## src/rtl/taiko_pkg.sv

```systemverilog
// Shared constants and types for the drum-note overlay: screen geometry,
// note colours and the one-bit note kind.
package taiko_pkg;

  localparam int SCREEN_W = 160;
  localparam int SCREEN_H = 120;

  localparam logic [2:0] COL_DON = 3'b100;
  localparam logic [2:0] COL_KA  = 3'b001;

  typedef enum logic {
    KIND_DON = 1'b0,
    KIND_KA  = 1'b1
  } note_kind_e;

  typedef struct packed {
    logic       active;
    note_kind_e kind;
    logic [7:0] x;
  } slot_t;

  function automatic logic [2:0] kind_color(input note_kind_e kind);
    return (kind == KIND_KA) ? COL_KA : COL_DON;
  endfunction

endpackage

```

## src/rtl/note_slot.sv

```systemverilog
// One note slot: active/kind/x registers plus the per-pixel coverage test
// and the judgement-window and miss-position flags.
module note_slot
  import taiko_pkg::*;
#(
  parameter int NOTE_W  = 8,
  parameter int NOTE_H  = 8,
  parameter int LANE_Y  = 40,
  parameter int SPAWN_X = 152,
  parameter int HIT_X   = 20,
  parameter int WINDOW  = 2
) (
  input  logic       clk,
  input  logic       rst,
  input  logic       clear,
  input  logic       load,
  input  logic       load_kind,
  input  logic       dec,
  input  logic [7:0] px,
  input  logic [6:0] py,
  output logic       active,
  output note_kind_e kind,
  output logic       covers,
  output logic       in_window,
  output logic       at_miss
);

  localparam logic [8:0] SPAN      = 9'(NOTE_W - 1);
  localparam logic [7:0] WIN_LO    = 8'(HIT_X - WINDOW);
  localparam logic [7:0] WIN_HI    = 8'(HIT_X + WINDOW);
  localparam logic [7:0] MISS_X    = 8'(HIT_X - WINDOW - 1);
  localparam logic [7:0] LANE_TOP  = 8'(LANE_Y);
  localparam logic [7:0] LANE_BOT  = 8'(LANE_Y + NOTE_H - 1);

  slot_t      slot_reg;
  logic [8:0] left_edge;
  logic [8:0] right_edge;
  logic [8:0] px_wide;
  logic [7:0] py_wide;

  // Widen before adding the sprite span so the right edge cannot wrap.
  always_comb begin
    left_edge  = {1'b0, slot_reg.x};
    right_edge = left_edge + SPAN;
    px_wide    = {1'b0, px};
    py_wide    = {1'b0, py};
  end

  assign active    = slot_reg.active;
  assign kind      = slot_reg.kind;
  assign covers    = slot_reg.active
                     && (px_wide >= left_edge) && (px_wide <= right_edge)
                     && (py_wide >= LANE_TOP) && (py_wide <= LANE_BOT);
  assign in_window = slot_reg.active && (slot_reg.x >= WIN_LO) && (slot_reg.x <= WIN_HI);
  assign at_miss   = slot_reg.active && (slot_reg.x == MISS_X);

  always_ff @(posedge clk or posedge rst) begin
    if (rst) begin
      slot_reg.active <= 1'b0;
      slot_reg.kind   <= KIND_DON;
      slot_reg.x      <= '0;
    end else if (clear) begin
      slot_reg.active <= 1'b0;
    end else if (load) begin
      slot_reg.active <= 1'b1;
      slot_reg.kind   <= note_kind_e'(load_kind);
      slot_reg.x      <= 8'(SPAWN_X);
    end else if (dec) begin
      slot_reg.x      <= slot_reg.x - 8'd1;
    end
  end

endmodule

```

## src/rtl/note_compositor.sv

```systemverilog
// Overlays scrolling drum notes on the background raster and manages note
// lifetime: spawn, per-frame scroll, hit judgement and miss detection.
module note_compositor
  import taiko_pkg::*;
#(
  parameter int NUM_NOTES = 4,
  parameter int NOTE_W    = 8,
  parameter int NOTE_H    = 8,
  parameter int LANE_Y    = 40,
  parameter int SPAWN_X   = 152,
  parameter int HIT_X     = 20,
  parameter int WINDOW    = 2
) (
  input  logic       CLOCK_50,
  input  logic       reset,
  input  logic [7:0] bg_x,
  input  logic [6:0] bg_y,
  input  logic [2:0] bg_color,
  input  logic       spawn,
  input  logic       spawn_kind,
  input  logic       hit,
  output logic [7:0] out_x,
  output logic [6:0] out_y,
  output logic [2:0] out_color,
  output logic       plot,
  output logic       frame_tick,
  output logic       hit_ok,
  output logic       hit_bad,
  output logic       note_miss,
  output logic       spawn_drop
);

  localparam logic [NUM_NOTES-1:0] LSB = NUM_NOTES'(1);

  logic [NUM_NOTES-1:0] active_vec;
  logic [NUM_NOTES-1:0] cover_vec;
  logic [NUM_NOTES-1:0] window_vec;
  logic [NUM_NOTES-1:0] miss_pos_vec;
  note_kind_e           kind_vec [NUM_NOTES];

  logic [NUM_NOTES-1:0] free_vec;
  logic [NUM_NOTES-1:0] spawn_sel;
  logic [NUM_NOTES-1:0] hit_sel;
  logic [NUM_NOTES-1:0] cover_sel;
  logic [NUM_NOTES-1:0] miss_vec;
  logic [NUM_NOTES-1:0] clear_vec;
  logic [NUM_NOTES-1:0] load_vec;
  logic [NUM_NOTES-1:0] dec_vec;
  logic [2:0]           color_next;
  logic                 last_pixel;

  logic [7:0] out_x_reg;
  logic [6:0] out_y_reg;
  logic [2:0] out_color_reg;
  logic       started_reg;
  logic       plot_reg;
  logic       frame_tick_reg;
  logic       hit_ok_reg;
  logic       hit_bad_reg;
  logic       note_miss_reg;
  logic       spawn_drop_reg;

  generate
    for (genvar gi = 0; gi < NUM_NOTES; gi++) begin : g_slot
      note_slot #(
        .NOTE_W  (NOTE_W),
        .NOTE_H  (NOTE_H),
        .LANE_Y  (LANE_Y),
        .SPAWN_X (SPAWN_X),
        .HIT_X   (HIT_X),
        .WINDOW  (WINDOW)
      ) u_slot (
        .clk       (CLOCK_50),
        .rst       (reset),
        .clear     (clear_vec[gi]),
        .load      (load_vec[gi]),
        .load_kind (spawn_kind),
        .dec       (dec_vec[gi]),
        .px        (bg_x),
        .py        (bg_y),
        .active    (active_vec[gi]),
        .kind      (kind_vec[gi]),
        .covers    (cover_vec[gi]),
        .in_window (window_vec[gi]),
        .at_miss   (miss_pos_vec[gi])
      );
    end
  endgenerate

  // All selections use pre-update slot state; v & (~v + 1) isolates the
  // lowest set bit, giving lowest-index priority.
  always_comb begin
    free_vec   = ~active_vec;
    spawn_sel  = free_vec & (~free_vec + LSB);
    hit_sel    = hit ? (window_vec & (~window_vec + LSB)) : '0;
    miss_vec   = frame_tick_reg ? (miss_pos_vec & ~hit_sel) : '0;
    dec_vec    = frame_tick_reg ? (active_vec & ~miss_pos_vec & ~hit_sel) : '0;
    clear_vec  = hit_sel | miss_vec;
    load_vec   = spawn ? spawn_sel : '0;
    cover_sel  = cover_vec & (~cover_vec + LSB);
    color_next = bg_color;
    for (int i = 0; i < NUM_NOTES; i++) begin
      if (cover_sel[i]) begin
        color_next = kind_color(kind_vec[i]);
      end
    end
    last_pixel = (bg_x == 8'(SCREEN_W - 1)) && (bg_y == 7'(SCREEN_H - 1));
  end

  // plot trails started_reg by one cycle so the pixel sampled across the
  // reset release is never written.
  always_ff @(posedge CLOCK_50 or posedge reset) begin
    if (reset) begin
      out_x_reg      <= '0;
      out_y_reg      <= '0;
      out_color_reg  <= '0;
      started_reg    <= 1'b0;
      plot_reg       <= 1'b0;
      frame_tick_reg <= 1'b0;
      hit_ok_reg     <= 1'b0;
      hit_bad_reg    <= 1'b0;
      note_miss_reg  <= 1'b0;
      spawn_drop_reg <= 1'b0;
    end else begin
      out_x_reg      <= bg_x;
      out_y_reg      <= bg_y;
      out_color_reg  <= color_next;
      started_reg    <= 1'b1;
      plot_reg       <= started_reg;
      frame_tick_reg <= last_pixel;
      hit_ok_reg     <= hit && (|window_vec);
      hit_bad_reg    <= hit && !(|window_vec);
      note_miss_reg  <= |miss_vec;
      spawn_drop_reg <= spawn && !(|free_vec);
    end
  end

  assign out_x      = out_x_reg;
  assign out_y      = out_y_reg;
  assign out_color  = out_color_reg;
  assign plot       = plot_reg;
  assign frame_tick = frame_tick_reg;
  assign hit_ok     = hit_ok_reg;
  assign hit_bad    = hit_bad_reg;
  assign note_miss  = note_miss_reg;
  assign spawn_drop = spawn_drop_reg;

endmodule

```

## config.mk

```make
export PLATFORM = sky130hd
export DESIGN_NAME = note_compositor
export DESIGN_NICKNAME = d
export VERILOG_FILES = /design/src/rtl/taiko_pkg.sv /design/src/rtl/note_slot.sv /design/src/rtl/note_compositor.sv
export SDC_FILE = /design/constraint.sdc
export NUM_CORES = 1
export LEC_CHECK = 0
export BUFFER_PORTS_ARGS = -buffer_cell sky130_fd_sc_hd__buf_2
export CAP_MARGIN = 20
export CORE_ASPECT_RATIO = 1.25
export CORE_MARGIN = 8
export CORE_UTILIZATION = 29
export CTS_CLUSTER_DIAMETER = 50
export CTS_CLUSTER_SIZE = 30
export DETAILED_ROUTE_END_ITERATION = 8
export MAX_ROUTING_LAYER = met4
export RECOVER_POWER = 25
export SYNTH_ARGS = -nofsm -noshare
export SYNTH_HDL_FRONTEND = slang
export SYNTH_HIERARCHICAL = 1
export SYNTH_SLANG_ARGS = --single-unit
```

## constraint.sdc

```tcl
create_clock -name CLOCK_50 -period 3.3 [get_ports CLOCK_50]
set_input_delay 0.33 -clock CLOCK_50 [delete_from_list [all_inputs] [get_ports CLOCK_50]]
set_output_delay 0.33 -clock CLOCK_50 [all_outputs]
set_load 0.05 [all_outputs]
```

==> results.py, run 1 <==
metrics = {
    "die": {
        "die_y_um": 166,
        "io_pins": 47,
        "start_util_pct": 29.7,
        "die_x_um": 136,
        "num_rows": 54,
        "die_area_mm2": 0.0225,
        "core_region_area_mm2": 0.0175,
    },
    "clock_network": {
        "cts_resized": 0,
        "cts_buffer_depth": 2,
        "cts_sinks": 65,
        "htree_num_levels": 3,
        "clock_latency_ns": 0.34,
        "hold_buffers": 0,
        "cts-root-buf": "clkbuf_16",
        "clkSlewWorstSetupHoldPaths_ns": 0.06,
        "cts_setup_buffers": 0,
        "cts_tree": "built",
        "numCtsBuffers": 9,
    },
    "global_routing": {
        "grt-ovfl-total": 0,
        "grt_pass1_vias": 4387,
        "antenna_found_initial": 0,
        "grt_max_degree": 26,
        "grt_pass1_wl_mm": 22.9,
        "grt_util_all_layers_pct": 13.1,
    },
    "place": {
        "place_congestion": 0.832,
        "numPortBuffers": 46,
        "hpwl_mm": 11.0,
        "pre_cts_slack_ns": 0.217,
    },
    "synth": {
        "syn_nets": 661,
        "dominantRegCellSynth": "dfrtp_1",
        "synth.distinct_cells": 49,
        "synth-edff-count": 0,
        "synth_top_cell_area_share_pct": 31.3,
        "synthArstFlopShare_pct": 100,
        "syn_area_mm2": 0.00520,
        "netlist_instances": 562,
        "ys_seq_area_share_pct": 31.3,
        "yosysWarnings": 6,
        "synth.avg_cell_area_um2": 9.26,
        "synth_seq_cells": 65,
        "yosys.area.top_type": "dfrtp_1",
        "synth_area_leaders": "dfrtp_1 (31%), ha_1 (18%), xnor2_1 (5.4%)",
    },
    "sta": {
        "setup_ws_ns": 0.239,
        "rsz0062_at_grt": "no",
        "period_share_pct": 92.7,
        "fin_skew_ns": 0.00446,
        "setup_viol": 0,
        "slew_headroom_pct": 34.5,
        "fin_tns_setup_ns": 0,
        "clock.fmax_mhz": 327,
        "worst_slew_pin_slew_ns": 0.981,
        "fin_crit_ns": 3.06,
        "hold_viol": 0,
        "drv_slew": 0,
    },
    "critical_path": {
        "path_class": "reg2reg",
        "arrival_ns": 3.28,
        "critPathMaxFanout": 6,
        "reg2reg_depth": 14,
        "r2r_start": "g_slot[2].u_slot/left_edge[0]$_DFFE_PP0P_",
        "r2r_slack_ns": 0.24,
        "r2r_end": "out_color[2]$_DFF_PP0_",
        "end_kind": "flip-flop",
        "cp-startpoint": "g_slot[2].u_slot/left_edge[0]$_DFFE_PP0P_",
        "crit_required_ns": 3.52,
        "startpoint_type": "flip-flop",
        "cp-endpoint": "out_color[2]$_DFF_PP0_",
    },
    "power": {
        "switching_share_pct": 43.0,
        "peakVddDrop_mv": 0.261,
        "p_seq_share_pct": 29.6,
        "p_sw_mw": 1.77,
        "internal_power_mw": 2.35,
        "power.total_mw": 4.11,
        "p_leak_nw": 2.74,
        "p_per_area_mw_per_mm2": 684,
        "combPwrFrac_pct": 48.0,
        "clkPwrFrac_pct": 22.5,
    },
    "min_path": {
        "min_path_type": "in2async",
    },
    "finish": {
        "antennaDiodeCount": 0,
        "area_growth_pct": 15.6,
        "layout-drive-gt1-share_pct": 13.9,
        "layout_common_cells": "ha_1 (76), dfrtp_1 (65), inv_1 (52)",
        "largest_reg_flops": 32,
        "nFillCells": 1815,
        "nNetsFinal": 714,
        "layout_commonest_cell": "ha_1",
    },
    "detailed_routing": {
        "antenna_left": 0,
        "first_pass_iters": 4,
        "drtIter0Drc": 313,
        "wl_per_cell_um": 16.7,
        "wl_mm": 14.1,
        "routed-via-count": 4411,
        "vias_per_cell": 5.23,
        "post-route-drc-count": 0,
    },
    "status": {
        "status": "completed",
    },
    "job": {
        "drv_cap": 0,
    },
}
## power by group through the flow
stage | clock (mW) | sequential, mW | combinational [mW]
6_report | 0.924 | 1.22 | 1.97
5_1_grt | 0.982 | 1.25 | 2.23
4_1_cts | 0.952 | 1.22 | 1.97
3_5_place_dp | 0 | 1.23 | 1.96
3_3_place_gp | 0 | 1.23 | 1.96
2_1_floorplan | 0 | 1.20 | 1.49
## cell type report
class                           instances  area [um^2]  share of cell area (%)
Multi-Input combinational cell        432         3340                    55.6
Sequential cell                        65         1630                    27.1
Timing Repair Buffer                   55          282                    4.68
Tap cell                              224          280                    4.66
Clock buffer                            9          225                    3.75
Inverter                               52          195                    3.25
Clock inverter                          7         60.1                   0.999
## worst min path at each step
stage                                                endpoint             startpoint  slack, ns
detailed placement                             plot$_DFF_PP0_  started_reg$_DFF_PP0_       0.34
floorplan                 g_slot[0].u_slot/active$_DFFE_PP0P_                  reset       0.17
global placement                               plot$_DFF_PP0_  started_reg$_DFF_PP0_       0.33
CTS                 g_slot[0].u_slot/left_edge[3]$_DFFE_PP0P_                  reset       0.04
finish              g_slot[0].u_slot/left_edge[6]$_DFFE_PP0P_                  reset       0.06
global route                               out_y[1]$_DFF_PP0_                bg_y[1]       0.11
## Yosys cell counts (8+ instances only)
master	instances
nand2_1	30
a21oi_1	14
o22ai_1	8
inv_1	52
a31oi_1	9
o221ai_1	9
nand4_1	25
dfrtp_1	65
mux2_2	8
nor3_1	23
a21o_1	12
nand3_1	8
xnor2_1	32
or3_1	8
o21ai_0	14
nor2_1	48
ha_1	76
clkbuf_1	8
## layer usage
metal | vias up | share of wire [%] | track usage [%]
met2 | 99 | 47 | 20.5
met1 | 2102 | 45 | 16.5
met3 | 24 | 5.7 | 1.85
met5 | - | 0 | -
met4 | 0 | 2.9 | 5.71
li1 | 2186 | - | -
## worst max-delay path, stage by stage (launching register included)
cell and delay, ns:
dfrtp_1 0.43, inv_1 0.14, ha_1 0.27, nand2b_1 0.20
nand4_1 0.15, xnor2_1 0.16, ha_1 0.30, a22oi_1 0.18
o211ai_1 0.11, a31oi_1 0.16, o211a_1 0.26, nor2_1 0.07
a221o_1 0.32, a2bb2oi_1 0.13, a31oi_1 0.05
## through the flow
| step | hold WS (ns) | util [%] | std cells | cell area, um^2 |
|---|---|---|---|---|
| final | 0.0644 | 34.4 | 844 | 6010 |
| after global routing | 0.107 | 34.4 | 844 | 6010 |
| after CTS | 0.0360 | 34.3 | 844 | 6010 |
| after detailed placement | 0.341 | 32.7 | 828 | 5730 |
| after global placement | 0.332 | 32.7 | 828 | 5730 |
| after floorplan | 0.170 | - | 562 | 5200 |
## cells by family after synthesis
family          count (synthesis)  synth area share [%]
compound gates                119                  16.5
xor+xnor                       32                  5.39
fa+ha+maj                      76                  18.3
buf+inv                        65                  4.81
flops                          65                  31.3
mux                             8                  1.73
other cells                     1                0.0721
simple gates                  196                  22.0
Power figures use the tool's default switching activity.
==> run 2, diff against run 1 <==
--- a/config.mk
+++ b/config.mk
@@ -5,7 +5,6 @@
 export SDC_FILE = /design/constraint.sdc
 export NUM_CORES = 1
 export LEC_CHECK = 0
-export BUFFER_PORTS_ARGS = -buffer_cell sky130_fd_sc_hd__buf_2
 export CAP_MARGIN = 20
 export CORE_ASPECT_RATIO = 1.25
 export CORE_MARGIN = 8
@@ -13,6 +12,7 @@
 export CTS_CLUSTER_DIAMETER = 50
 export CTS_CLUSTER_SIZE = 30
 export DETAILED_ROUTE_END_ITERATION = 8
+export DONT_BUFFER_PORTS = 1
 export MAX_ROUTING_LAYER = met4
 export RECOVER_POWER = 25
 export SYNTH_ARGS = -nofsm -noshare
==> run 2 against run 1 <==
Sequential power rose by 9%. Final cell count fell by 5.0%. Largest power group unchanged. Wire length rose by 1.6%. Via count fell by 2.8%. Sequential cell count did not move. Non-clock buffer count fell by 42. Die area did not move.
==> results.py, run 2 (synthesis gave the netlist of run 1 again) <==
metrics = {
    "critical_path": {
        "end_kind": "flip-flop",
        "r2r_slack_ns": 0.23,
        "worstPathCellList": "inv_1 -> ha_1 -> nand2b_1 -> nand4_1 -> xnor2_1 -> ha_1 -> o21ai_0 -> o21bai_1 -> o221ai_1 -> o211a_1 -> nor2_1 -> o21ai_0 -> o22a_1 -> a21oi_1",
        "crit_required_ns": 3.56,
        "r2r_end": "out_color[0]$_DFF_PP0_",
        "arrival_ns": 3.33,
        "startpoint_type": "flip-flop",
        "path_class": "reg2reg",
        "critPathMaxFanout": 6,
        "r2r_start": "g_slot[0].u_slot/left_edge[0]$_DFFE_PP0P_",
        "slowest_delay_ns": 0.43,
        "reg2reg_depth": 14,
        "cp_slowest_cell": "dfrtp_1",
    },
    "clock_network": {
        "cts-root-buf": "clkbuf_16",
        "cts_tree": "built",
        "cts_setup_buffers": 0,
        "numCtsBuffers": 9,
        "cts_buffer_depth": 2,
        "cts_sinks": 65,
        "clkSlewWorstSetupHoldPaths_ns": 0.06,
        "clock_latency_ns": 0.34,
        "htree_num_levels": 3,
    },
    "power": {
        "peakVddDrop_mv": 0.233,
        "p_per_area_mw_per_mm2": 697,
        "p_leak_nw": 2.60,
    },
    "global_routing": {
        "grt_max_degree": 26,
        "grt_pass1_wl_mm": 23.2,
        "grt_util_all_layers_pct": 13.3,
        "grt-ovfl-total": 0,
        "antenna_found_initial": 0,
        "grt_pass1_vias": 4370,
    },
    "sta": {
        "drv_slew": 0,
        "fin_skew_ns": 0.0100,
        "fin_crit_ns": 3.07,
        "hold_viol": 0,
        "fin_tns_setup_ns": 0,
        "setup_viol": 0,
        "rsz0062_at_grt": "no",
        "slew_headroom_pct": 11.2,
        "worst_slew_pin_slew_ns": 1.33,
        "period_share_pct": 93.1,
        "holdWs_ns": 0.0199,
        "clock.fmax_mhz": 326,
    },
    "min_path": {
        "hold_start": "bg_y[4]",
        "holdPathStages": 0,
        "hold_end": "out_y[4]$_DFF_PP0_",
        "min_path_type": "in2reg",
    },
    "finish": {
        "nNetsFinal": 672,
        "layout_common_cells": "ha_1 (76), dfrtp_1 (65), inv_1 (52)",
        "final_cell_area_mm2": 0.00581,
        "largest_reg_flops": 32,
        "layout-drive-gt1-share_pct": 8.82,
        "antennaDiodeCount": 0,
        "layout_commonest_cell": "ha_1",
        "area_growth_pct": 11.6,
    },
    "die": {
        "io_pins": 47,
        "core_region_area_mm2": 0.0175,
        "start_util_pct": 29.7,
        "die_x_um": 136,
        "die_y_um": 166,
        "die_area_mm2": 0.0225,
        "num_rows": 54,
    },
    "detailed_routing": {
        "wl_mm": 14.3,
        "first_pass_iters": 4,
        "post-route-drc-count": 0,
        "wl_per_cell_um": 17.8,
        "drtIter0Drc": 228,
        "antenna_left": 0,
        "routed-via-count": 4286,
        "vias_per_cell": 5.34,
    },
    "job": {
        "drv_cap": 0,
    },
    "place": {
        "numPortBuffers": 0,
        "place_congestion": 0.787,
        "place_area_mm2": 0.00550,
        "hpwl_mm": 11.0,
    },
    "status": {
        "status": "completed",
    },
}
run 2: changes by cell type in the layout (fill, tap and decap cells not counted), sizes merged:
| cell | delta |
|---|---|
| dlygate4sd3 | +2 |
| clkinv | +3 |
| clkinvlp | -1 |
| inv | -4 |
| buf | -32 |
| clkbuf | -10 |
run 2: metrics by stage:
step	util (%)	total power, mW	cells	worst slack, ns
floorplan	-	2.70	562	0.499
global placement	31.4	3.12	783	0.322
detailed placement	31.4	3.14	783	0.243
CTS	33.0	4.04	800	0.229
global route	33.2	4.41	802	0.00150
finish	33.2	4.04	802	0.229
run 2: routing by layer:
| layer | vias up | GRT usage (%) | share of wire, % |
|---|---|---|---|
| li1 | 2100 | - | - |
| met1 | 2087 | 15.6 | 45 |
| met2 | 83 | 21.3 | 48 |
| met3 | 16 | 3.69 | 6.2 |
| met4 | 0 | 4.11 | 1.5 |
| met5 | - | - | 0 |
run 2: worst max-delay path by stage:
stage | start | endpoint | slack [ns]
6_report | g_slot[0].u_slot/left_edge[0]$_DFFE_PP0P_ | out_color[0]$_DFF_PP0_ | 0.23
5_1_grt | g_slot[0].u_slot/left_edge[0]$_DFFE_PP0P_ | out_color[0]$_DFF_PP0_ | 0.002
4_1_cts | g_slot[1].u_slot/left_edge[1]$_DFFE_PP0P_ | out_color[2]$_DFF_PP0_ | 0.23
3_5_place_dp | g_slot[1].u_slot/left_edge[1]$_DFFE_PP0P_ | out_color[2]$_DFF_PP0_ | 0.24
3_3_place_gp | g_slot[1].u_slot/left_edge[1]$_DFFE_PP0P_ | out_color[2]$_DFF_PP0_ | 0.32
2_1_floorplan | g_slot[1].u_slot/left_edge[0]$_DFFE_PP0P_ | out_color[2]$_DFF_PP0_ | 0.50
run 2: area by class of cell:
class | instances | area [um^2]
repair buffers | 13 | 98.8
inverters | 52 | 195
well taps | 224 | 280
flip-flops and latches | 65 | 1630
multi-input cells | 432 | 3340
fillers | 1774 | 11700
clock buffers | 11 | 233
clock inverters | 5 | 32.5
run 2: critical path: cells and delay by family (launching register included):
| kind | cells | cell delay (ns) |
|---|---|---|
| AO/OA/AOI/OAI | 7 | 1.05 |
| adder cells (fa/ha/maj) | 2 | 0.58 |
| flip-flops | 1 | 0.43 |
| XOR/XNOR | 1 | 0.16 |
| AND/OR/NAND/NOR | 3 | 0.62 |
| buffers and inverters | 1 | 0.15 |
run 2: what timing repair did:
action	CTS	global route
hold buffers	1	1
endpoints found under the setup margin	0	2
hold endpoints to repair	40	25
gates resized for setup	0	2
run 2: power breakdown:
part           switching (mW)  internal (mW)
sequential              0.364          0.963
combinational           0.991          0.849
clock                   0.371          0.507
total                    1.73           2.32
